### config.mk
export PLATFORM = sky130hd
export DESIGN_NAME = systolic_pe_flat
export DESIGN_NICKNAME = d
export VERILOG_FILES = /design/src/rtl/systolic_pe_if.sv /design/src/rtl/systolic_pe.sv /design/src/flat_wrapper.sv
export SDC_FILE = /design/constraint.sdc
export NUM_CORES = 1
export LEC_CHECK = 0
export BUFFER_PORTS_ARGS = -buffer_cell sky130_fd_sc_hd__buf_2
export CAP_MARGIN = 20
export CELL_PAD_IN_SITES_DETAIL_PLACEMENT = 1
export CELL_PAD_IN_SITES_GLOBAL_PLACEMENT = 1
export CORE_MARGIN = 8
export CORE_UTILIZATION = 41
export CTS_CLUSTER_DIAMETER = 120
export DETAILED_ROUTE_END_ITERATION = 12
export GPL_ROUTABILITY_DRIVEN = 0
export PLACE_DENSITY = 0.77
export SYNTH_ARGS = -nofsm -noshare
export SYNTH_HDL_FRONTEND = slang
export SYNTH_SLANG_ARGS = --single-unit
### constraint.sdc
create_clock -name clk -period 3.95 [get_ports clk]
set_input_delay 0.5925 -clock clk [delete_from_list [all_inputs] [get_ports clk]]
set_output_delay 0.5925 -clock clk [all_outputs]
set_load 0.005 [all_outputs]
### src/rtl/systolic_pe_if.sv
// Operand/result bundle for one systolic PE.
// master drives operands in; slave is the PE side.
interface systolic_pe_if #(
  parameter int DATA_WIDTH = 8
);
  logic [DATA_WIDTH-1:0]   top_in;
  logic [DATA_WIDTH-1:0]   left_in;
  logic [DATA_WIDTH-1:0]   right_out;
  logic [DATA_WIDTH-1:0]   bottom_out;
  logic [2*DATA_WIDTH-1:0] result;

  modport master (
    output top_in,
    output left_in,
    input  right_out,
    input  bottom_out,
    input  result
  );

  modport slave (
    input  top_in,
    input  left_in,
    output right_out,
    output bottom_out,
    output result
  );
endinterface

### src/rtl/systolic_pe.sv
// Output-stationary systolic PE: MAC into a local accumulator,
// operands forwarded right/down. Optional macro: PE_SATURATE_EN.
module systolic_pe #(
  parameter int DATA_WIDTH = 8
) (
  input logic         clk,
  input logic         rst_n,
  systolic_pe_if.slave pe
);
  localparam int AW = 2 * DATA_WIDTH;

  logic [AW-1:0] prod;
  logic [AW-1:0] acc_next;

`ifdef PE_SATURATE_EN
  logic [AW:0] sum;

  // one extra bit exposes overflow; clamp to all-ones
  always_comb begin
    prod     = AW'(pe.top_in) * AW'(pe.left_in);
    sum      = {1'b0, pe.result} + {1'b0, prod};
    acc_next = sum[AW] ? {AW{1'b1}} : sum[AW-1:0];
  end
`else
  // full-width product, sum wraps modulo 2^AW
  always_comb begin
    prod     = AW'(pe.top_in) * AW'(pe.left_in);
    acc_next = pe.result + prod;
  end
`endif

  // accumulate and forward every cycle
  always_ff @(posedge clk or negedge rst_n) begin
    if (!rst_n) begin
      pe.result     <= '0;
      pe.right_out  <= '0;
      pe.bottom_out <= '0;
    end else begin
      pe.result     <= acc_next;
      pe.right_out  <= pe.left_in;
      pe.bottom_out <= pe.top_in;
    end
  end
endmodule

### src/flat_wrapper.sv
// flat-port wrapper written by rule: the top's interface ports become plain ports
module systolic_pe_flat 
#(
  parameter int DATA_WIDTH = 8
)
  (clk, rst_n, pe_top_in, pe_left_in, pe_right_out, pe_bottom_out, pe_result);
  systolic_pe_if #(.DATA_WIDTH(DATA_WIDTH)) pe_i ();
  input logic clk;
  input logic rst_n;
  input wire logic [$bits(pe_i.top_in)-1:0] pe_top_in;
  input wire logic [$bits(pe_i.left_in)-1:0] pe_left_in;
  output wire logic [$bits(pe_i.right_out)-1:0] pe_right_out;
  output wire logic [$bits(pe_i.bottom_out)-1:0] pe_bottom_out;
  output wire logic [$bits(pe_i.result)-1:0] pe_result;
  assign pe_i.top_in = pe_top_in;
  assign pe_i.left_in = pe_left_in;
  assign pe_right_out = pe_i.right_out;
  assign pe_bottom_out = pe_i.bottom_out;
  assign pe_result = pe_i.result;
  systolic_pe #(.DATA_WIDTH(DATA_WIDTH)) u_core (.clk(clk), .rst_n(rst_n), .pe(pe_i));
endmodule
==> flow_summary.yaml, run 1 <==
grt:
  gr-usage-met2_pct: 34.1
  antenna_found_initial: 0
  grt_start_max_net_pins: 33
  gr-usage-met3_pct: 1.98
  grt_pass1_vias: 3256
  grt_pass1_wl_um: 16700
  grt_usage_pct: 18.3
  grt-ovfl-total: 0
  busiest_layer: "met2"
  grt.met1_usage_pct: 21.0
drt:
  drt_iter0_markers: 89
  first_pass_iters: 4
  route.detailed.drc: 0
  vias: 2850
  vias_per_cell: 5.09
  wirelength_um: 11700
  wl_per_cell_um: 20.9
  ant_nets: 0
cts:
  cts_tree: "built"
  root_buffer: "clkbuf_8"
  postCtsHoldBufs: 0
  clkSlewWorstSetupHoldPaths_ns: 0.08
  htreeDepth: 2
  clk_latency_ns: 0.29
  clock-sinks: 32
  cts_buffers: 5
  clockBufferDepth: 2
final_layout:
  syn_to_final_growth_pct: 37.1
  final_cells: 560
  num_antenna_cells: 0
  nets: 557
  drive_gt1_share_pct: 33.4
sta:
  fmax_mhz: 240
  skew_ns: 0.00906
  setup_ws_ns: -0.216
  period_minus_slack_ns: 4.17
  maxSlewHeadroom_pct: 46.6
  rsz0062_at_grt: "yes"
  fin_crit_sh_pct: 105
  worst_slew_pin_slew_ns: 0.801
  setup_viol: 3
  finalHoldViolations: 0
  drv_slew: 0
floorplanning:
  core-area_mm2: 0.00818
  num_rows: 33
  chipWidth_um: 107
  num_io_pins: 50
  dieArea_mm2: 0.0115
  start_util_pct: 41.9
  fp.dieH_um: 107
worst_setup_path:
  path_cells: "buf_6 -> nand2_1 -> fa_1 -> inv_1 -> ha_1 -> fa_1 -> inv_1 -> fa_1 -> inv_1 -> ha_1 -> buf_4 -> nand3_1 -> nor2_1 -> nor4b_2 -> a31o_1 -> xnor2_1"
  max_stage_delay_ns: 0.57
  crit_arrival_ns: 4.36
  criticalPathCategory: "in -> reg"
  endpoint_kind: "register"
  worstPathMaxFanout: 8
  rr_worst_depth: 14
  slowest_stage: "fa_1"
  cp_data_required_time_ns: 4.14
  startpoint_type: "primary input"
placed_design:
  place_hpwl_um: 7790
  dp.cells: 542
  numPortBuffers: 49
worst_hold_path:
  min_path_type: "in -> async"
yosys:
  seq_area_frac_synth_pct: 23.4
  syn_nets: 456
  syn_area_per_cell_um2: 9.70
  syn_inst: 353
  yosys_warnings: 0
  ys_types: 39
  synth-seq-cells: 32
  syn_area_mm2: 0.00342
job:
  max-cap-violations: 0
outcome:
  violations: "setup timing"
  status: "finished, violations left"
[routing by layer]
layer	vias to the layer above	wire length (µm)
met5	-	0
met4	0	399
met3	30	325
met2	57	6390
met1	1504	4570
li1	1259	-
[synthesized netlist by cell type (all sizes together)]
cell,count,share of area [%]
o21ai,3,0.44
xnor2,8,2.0
o31a,1,0.51
o311ai,1,0.77
nor2,10,1.1
buf,1,0.15
nand2,36,3.9
nand3,4,0.58
a21oi,11,1.7
o21a,3,0.66
or2,1,0.18
and3,1,0.18
ha,35,13
o21bai,1,0.33
and4b,1,0.29
or3,1,0.18
clkbuf,1,0.11
nand4b,1,0.26
and2,34,6.2
o211ai,1,0.22
dfrtp,32,23
a31o,1,0.26
a21o,1,0.22
nor4b,2,0.51
nand2b,1,0.18
nand3b,1,0.22
fa,50,29
o2111ai,1,0.26
inv,100,11
xor2,1,0.26
a211oi,2,0.44
nor3,2,0.44
a21boi,1,0.22
nor2b,2,0.58
nand4,1,0.18
[cells by family after synthesis]
kind of cell	synth area share, %
xor+xnor	2.30
buf+inv	11.2
fa+ha+maj	42.0
flops	23.4
simple gates	15.1
compound gates	6.03
[stage by stage]
step                      utilization (%)  hold slack (ns)  setup TNS (ns)  instance area, µm²  setup WS [ns]
after CTS                            53.4            0.409        -0.00598                4370       -0.00598
after floorplan                         -            0.297         -0.0342                3470        -0.0342
after detailed placement             50.2            0.500           -3.11                4110         -0.457
after global placement               50.2            0.483           -2.54                4110         -0.439
after global routing                 57.4            0.427          -0.774                4690         -0.357
final                                57.4            0.377          -0.284                4690         -0.216
[what timing repair did]
item / CTS / global route
endpoints found under the setup margin: 8 / 8
gates cloned: 0 / 2
pin swaps: 12 / 23
gates resized for setup: 51 / 48
setup buffers: 2 / 6
[critical path, delay by kind of cell]
family	cells	cell delay [ns]
compound gates	1	0.23
xor+xnor	1	0.23
fa+ha+maj	5	2.32
buf+inv	5	0.44
simple gates	4	0.55
[cell type report]
class | instances | area [µm²]
multi-input cells | 219 | 2470
flip-flops and latches | 32 | 801
repair buffers | 96 | 827
inverters | 100 | 375
clock inverters | 2 | 10.0
clock buffers | 6 | 82.6
fillers | 925 | 3480
well taps | 105 | 131
[path summary, 6_finish.rpt]
check / start / slack, ns / end
max reg2reg: u_core.pe.result[7]$_DFF_PN0_ / -0.04 / u_core.pe.result[15]$_DFF_PN0_
max in group asynchronous: rst_n / 3.05 / u_core.pe.right_out[5]$_DFF_PN0_
min: rst_n / 0.38 / u_core.pe.result[5]$_DFF_PN0_
max: pe_left_in[7] / -0.22 / u_core.pe.result[15]$_DFF_PN0_
min in group clk: pe_top_in[1] / 0.44 / u_core.pe.bottom_out[1]$_DFF_PN0_
min reg2reg: u_core.pe.result[0]$_DFF_PN0_ / 0.51 / u_core.pe.result[0]$_DFF_PN0_
[sequential cells by signal, indices dropped and copies added (netlist names)]
| name | flops |
|---|---|
| u_core.pe.result | 16 |
| u_core.pe.right_out | 8 |
| u_core.pe.bottom_out | 8 |
[placed cells by master, fill, tap and decap left out, types with 6 or more instances in the layout]
master	netlist	routed
a21oi_1	10	6
and2_1	34	32
buf_12	0	9
buf_2	1	33
buf_4	0	43
buf_6	0	7
clkbuf_8	0	6
dfrtp_1	32	32
fa_1	50	45
ha_1	35	28
ha_4	0	7
inv_1	100	95
nand2_1	36	24
nand2_2	0	7
nor2_1	10	9
xnor2_1	8	8
Power of run 1 is not shown: default switching activity piles up to over one toggle a cycle in this logic, so the estimate is an artifact.
==> inputs of run 2 (changes only) <==
--- a/config.mk
+++ b/config.mk
@@ -11,6 +11,7 @@
 export CELL_PAD_IN_SITES_GLOBAL_PLACEMENT = 1
 export CORE_MARGIN = 8
 export CORE_UTILIZATION = 41
+export CTS_BUF_LIST = sky130_fd_sc_hd__clkbuf_16
 export CTS_CLUSTER_DIAMETER = 120
 export DETAILED_ROUTE_END_ITERATION = 12
 export GPL_ROUTABILITY_DRIVEN = 0
==> run 2 against run 1 <==
Effect of this change: clock skew up 0.00064 ns; sequential share of layout area up 0.35 points; design area down 2.0%; the flow still finishes with violations (setup timing); critical path depth down 2; core utilization down 1.2 points; worst hold slack better by 0.025 ns; setup slack better by 0.11 ns; via count down 1.5%; die area unchanged; final cell count down 0.54%; largest cell class unchanged; routed wire length down 0.45%.
==> flow_summary.yaml, run 2 (synthesis results as in run 1) <==
outcome:
  violations: "setup timing"
  status: "finished, violations left"
cts:
  clkSlewWorstSetupHoldPaths_ns: 0.06
  htreeDepth: 2
  root_buffer: "clkbuf_16"
  cts_tree: "built"
  cts_buffers: 5
  clk_latency_ns: 0.28
  clockBufferDepth: 2
  clock-sinks: 32
sta:
  drv_slew: 0
  fmax_mhz: 247
  fin_crit_sh_pct: 103
  maxSlewHeadroom_pct: 43.7
  setup_viol: 5
  finalHoldViolations: 0
  worst_slew_pin_slew_ns: 0.845
  skew_ns: 0.00970
  fin_hold_ws_ns: 0.402
  setup_ws_ns: -0.106
  rsz0062_at_grt: "yes"
  period_minus_slack_ns: 4.06
final_layout:
  syn_to_final_growth_pct: 34.3
  mostFrequentLayoutCell: "inv_1"
  n_fill_cell: 937
  utilization_pct: 56.3
  largest_registers: "u_core.pe.result (16), u_core.pe.bottom_out (8), u_core.pe.right_out (8)"
  drive_gt1_share_pct: 33.0
  nets: 554
  most-common-layout-cells: "inv_1 (94), buf_4 (48), fa_1 (45)"
  regMostFlops: "u_core.pe.result"
  largest_reg_flops: 16
  num_antenna_cells: 0
  final_cells: 557
grt:
  antenna_found_initial: 0
  grt_start_max_net_pins: 33
  grt-ovfl-total: 0
  grt_pass1_vias: 3393
  grt_pass1_wl_um: 17500
  grt_usage_pct: 19.5
drt:
  vias: 2806
  first_pass_iters: 4
  vias_per_cell: 5.04
  ant_nets: 0
  drt_iter0_markers: 82
  wirelength_um: 11600
  wl_per_cell_um: 20.9
  route.detailed.drc: 0
placed_design:
  dp.cells: 542
  numPortBuffers: 49
  pre_cts_ws_ns: -0.457
  place_hpwl_um: 7790
worst_setup_path:
  slowest_stage: "fa_1"
  cp_common_cell: "fa_1"
  endpoint_kind: "register"
  max_stage_delay_ns: 0.54
  cp_data_required_time_ns: 4.14
  path_cells: "buf_6 -> and2_1 -> fa_1 -> fa_1 -> fa_1 -> inv_1 -> fa_1 -> inv_1 -> ha_4 -> nand4_1 -> inv_1 -> o2111ai_1 -> a31o_1 -> xnor2_1"
  r2r_end: "u_core.pe.result[13]$_DFF_PN0_"
  worstPathMaxFanout: 9
  crit_arrival_ns: 4.25
  rr_startpoint: "u_core.pe.result[7]$_DFF_PN0_"
  startpoint_type: "primary input"
  criticalPathCategory: "in -> reg"
  rr_worst_depth: 14
  regToRegSetupSlack_ns: -0.05
worst_hold_path:
  min_path_type: "in -> async"
floorplanning:
  num_io_pins: 50
  num_rows: 33
  fp.dieH_um: 107
  core-area_mm2: 0.00818
  start_util_pct: 41.9
  chipWidth_um: 107
  dieArea_mm2: 0.0115
job:
  max-cap-violations: 0
## run 2: cell types whose count changed in the layout (fill, tap and decap cells not counted), sizes merged
cell,previous run,this run
clkbuf,8,5
buf,94,93
clkinv,2,3
## run 2: area by class of cell
cell class	instances	area, µm²	area share, %
inverter	100	375	8.16
tap	105	131	2.86
clock inverter	3	13.8	0.299
clock buffer	5	125	2.72
multi-input combinational	219	2480	53.8
timing repair buffer	93	677	14.7
sequential	32	801	17.4
## run 2: routing by layer
metal | vias up | global-route usage [%] | wire length [µm]
li1 | 1247 | - | -
met1 | 1464 | 21.4 | 4550
met2 | 72 | 36.6 | 6410
met3 | 23 | 2.81 | 359
met4 | 0 | 8.03 | 310
met5 | - | 0 | 0
## run 2: worst max-delay path, delay by kind of cell
| kind | cells | cell delay (ns) |
|---|---|---|
| and+or+nand+nor | 2 | 0.28 |
| AOI/OAI and AO/OA | 2 | 0.38 |
| xor gates and xnor gates | 1 | 0.18 |
| buffers and inverters | 4 | 0.42 |
| adders and majority gates | 5 | 2.39 |
## run 2: worst max-delay path by stage
stage / to / slack (ns) / startpoint / cells past startpoint
after floorplan: u_core.pe.result[13]$_DFF_PN0_ / -0.03 / pe_left_in[4] / 13
after global placement: u_core.pe.result[15]$_DFF_PN0_ / -0.44 / pe_top_in[5] / 14
after detailed placement: u_core.pe.result[13]$_DFF_PN0_ / -0.46 / pe_top_in[5] / 15
after CTS: u_core.pe.result[13]$_DFF_PN0_ / -0.14 / pe_top_in[7] / 16
after global routing: u_core.pe.result[15]$_DFF_PN0_ / -0.16 / pe_top_in[6] / 14
final: u_core.pe.result[15]$_DFF_PN0_ / -0.11 / pe_top_in[5] / 14
## run 2: repair_timing
item,in CTS,in global routing
pin swaps,21,23
gates resized for setup,42,37
setup endpoints to repair,8,8
buffers inserted,3,4
hold buffers,0,0
## run 2: per-stage QoR
step           setup TNS, ns  cell area, µm²
5_1_grt               -0.871            4600
6_report              -0.263            4600
3_3_place_gp           -2.54            4110
3_5_place_dp           -3.11            4110
2_1_floorplan        -0.0342            3470
4_1_cts               -0.389            4430
Power of run 2 is left out for the same reason.
==> inputs of run 3 (changes only) <==
--- a/config.mk
+++ b/config.mk
@@ -10,12 +10,14 @@
 export CELL_PAD_IN_SITES_DETAIL_PLACEMENT = 1
 export CELL_PAD_IN_SITES_GLOBAL_PLACEMENT = 1
 export CORE_MARGIN = 8
-export CORE_UTILIZATION = 41
+export CORE_UTILIZATION = 30
 export CTS_BUF_LIST = sky130_fd_sc_hd__clkbuf_16
 export CTS_CLUSTER_DIAMETER = 120
+export CTS_CLUSTER_SIZE = 16
 export DETAILED_ROUTE_END_ITERATION = 12
 export GPL_ROUTABILITY_DRIVEN = 0
-export PLACE_DENSITY = 0.77
+export PLACE_DENSITY = 0.59
+export SKIP_CTS_REPAIR_TIMING = 1
 export SYNTH_ARGS = -nofsm -noshare
 export SYNTH_HDL_FRONTEND = slang
 export SYNTH_SLANG_ARGS = --single-unit
==> run 3 against run 2 <==
Effect of this change: via count shrank 8.6%; routed wire length down 22%; critical path type unchanged; worst hold slack got worse by 0.012 ns; the run now ends clean; maximum frequency up 2.8%; clock-buffer cell count unchanged; largest cell class unchanged; register-to-register slack better by 0.09 ns; die area grew 31%; core utilization is 15 points lower.
==> flow_summary.yaml, run 3 (synthesis results as in run 1) <==
outcome:
  status: "finished clean"
sta:
  fin_crit_sh_pct: 99.9
  setup_ws_ns: 0.00397
  maxSlewHeadroom_pct: 47.8
  finalHoldViolations: 0
  worst_slew_pin_slew_ns: 0.783
  fin_hold_ws_ns: 0.390
  rsz0062_at_grt: "yes"
  drv_slew: 0
  skew_ns: 0.00578
  setup_viol: 0
  fmax_mhz: 253
  period_minus_slack_ns: 3.95
final_layout:
  utilization_pct: 41.0
  regMostFlops: "u_core.pe.result"
  drive_gt1_share_pct: 32.3
  postLayoutCellArea_mm2: 0.00462
  most-common-layout-cells: "inv_1 (93), fa_1 (46), buf_4 (35)"
  syn_to_final_growth_pct: 34.8
  largest_reg_flops: 16
  largest_registers: "u_core.pe.result (16), u_core.pe.bottom_out (8), u_core.pe.right_out (8)"
  mostFrequentLayoutCell: "inv_1"
  num_antenna_cells: 0
  nets: 545
worst_hold_path:
  min_path_type: "in -> async"
worst_setup_path:
  max_stage_delay_ns: 0.55
  criticalPathCategory: "in -> reg"
  cp_num_cells: 15
  cp_data_required_time_ns: 4.12
  endpoint_kind: "register"
  path_cells: "buf_12 -> nand2_4 -> fa_1 -> fa_1 -> inv_2 -> fa_1 -> inv_2 -> fa_1 -> inv_2 -> ha_4 -> o21a_1 -> o31a_4 -> o311ai_4 -> and4b_1 -> nor3_2"
  startpoint_type: "primary input"
  cp_common_cell: "fa_1"
  crit_arrival_ns: 4.12
  slowest_stage: "fa_1"
  cp_top_family: "adder cells"
  rr_worst_depth: 14
  worstPathMaxFanout: 9
  critPathBufInv: 4
drt:
  drt_iter0_markers: 68
  first_pass_iters: 4
  vias: 2564
  ant_nets: 0
  wirelength_um: 9020
  route.detailed.drc: 0
  wl_per_cell_um: 15.4
  vias_per_cell: 4.38
grt:
  grt_start_max_net_pins: 33
  grt_pass1_vias: 3009
  antenna_found_initial: 0
  grt_usage_pct: 12.9
  grt_pass1_wl_um: 15400
  grt-ovfl-total: 0
cts:
  cts_buffers: 5
  clockBufferDepth: 2
  htreeDepth: 2
  clock-sinks: 32
  clkSlewWorstSetupHoldPaths_ns: 0.06
  root_buffer: "clkbuf_16"
  clk_latency_ns: 0.28
  cts_tree: "built"
placed_design:
  place_hpwl_um: 7510
  pre_cts_ws_ns: -0.590
  placed_area_mm2: 0.00413
  numPortBuffers: 49
floorplanning:
  chipWidth_um: 123
  num_io_pins: 50
  fp.dieH_um: 123
  start_util_pct: 30.4
  num_rows: 39
  dieArea_mm2: 0.0151
  core-area_mm2: 0.0113
job:
  max-cap-violations: 0
run 3: changes by cell type in the layout (fill, tap and decap cells not counted), sizes merged:
cell and change:
buf -9, bufinv +1, clkinvlp +1, clkinv -2
run 3: worst paths after layout:
kind	slack, ns	end	start
setup reg to reg	0.04	u_core.pe.result[13]$_DFF_PN0_	u_core.pe.result[6]$_DFF_PN0_
setup / recovery	0.004	u_core.pe.result[13]$_DFF_PN0_	pe_top_in[3]
hold / removal	0.39	u_core.pe.result[7]$_DFF_PN0_	rst_n
min in group clk	0.45	u_core.pe.bottom_out[5]$_DFF_PN0_	pe_top_in[5]
hold reg to reg	0.54	u_core.pe.result[0]$_DFF_PN0_	u_core.pe.result[0]$_DFF_PN0_
max in group asynchronous	3.05	u_core.pe.bottom_out[4]$_DFF_PN0_	rst_n
run 3: metal layers:
metal | vias to the layer above | wire (µm) | GRT usage [%]
met1 | 1299 | 3820 | 16.0
met4 | 0 | 82 | 3.35
li1 | 1231 | - | -
met5 | - | 0 | 0
met3 | 7 | 260 | 1.66
met2 | 27 | 4860 | 23.2
run 3: layout make-up:
class                   count  area [µm²]
flip-flops and latches     32         801
clock inverters             3        42.5
clock buffers               5         125
well taps                 143         179
inverters                 100         375
fillers                  1279        6660
multi-input cells         219        2450
repair buffers             84         644
run 3: per-stage QoR:
stage / setup TNS, ns / instances
after CTS: -1.08 / 585
after global routing: -0.474 / 586
final: 0 / 586
after detailed placement: -3.43 / 577
after floorplan: -0.0342 / 353
after global placement: -2.84 / 577
Power of run 3 is left out for the same reason.
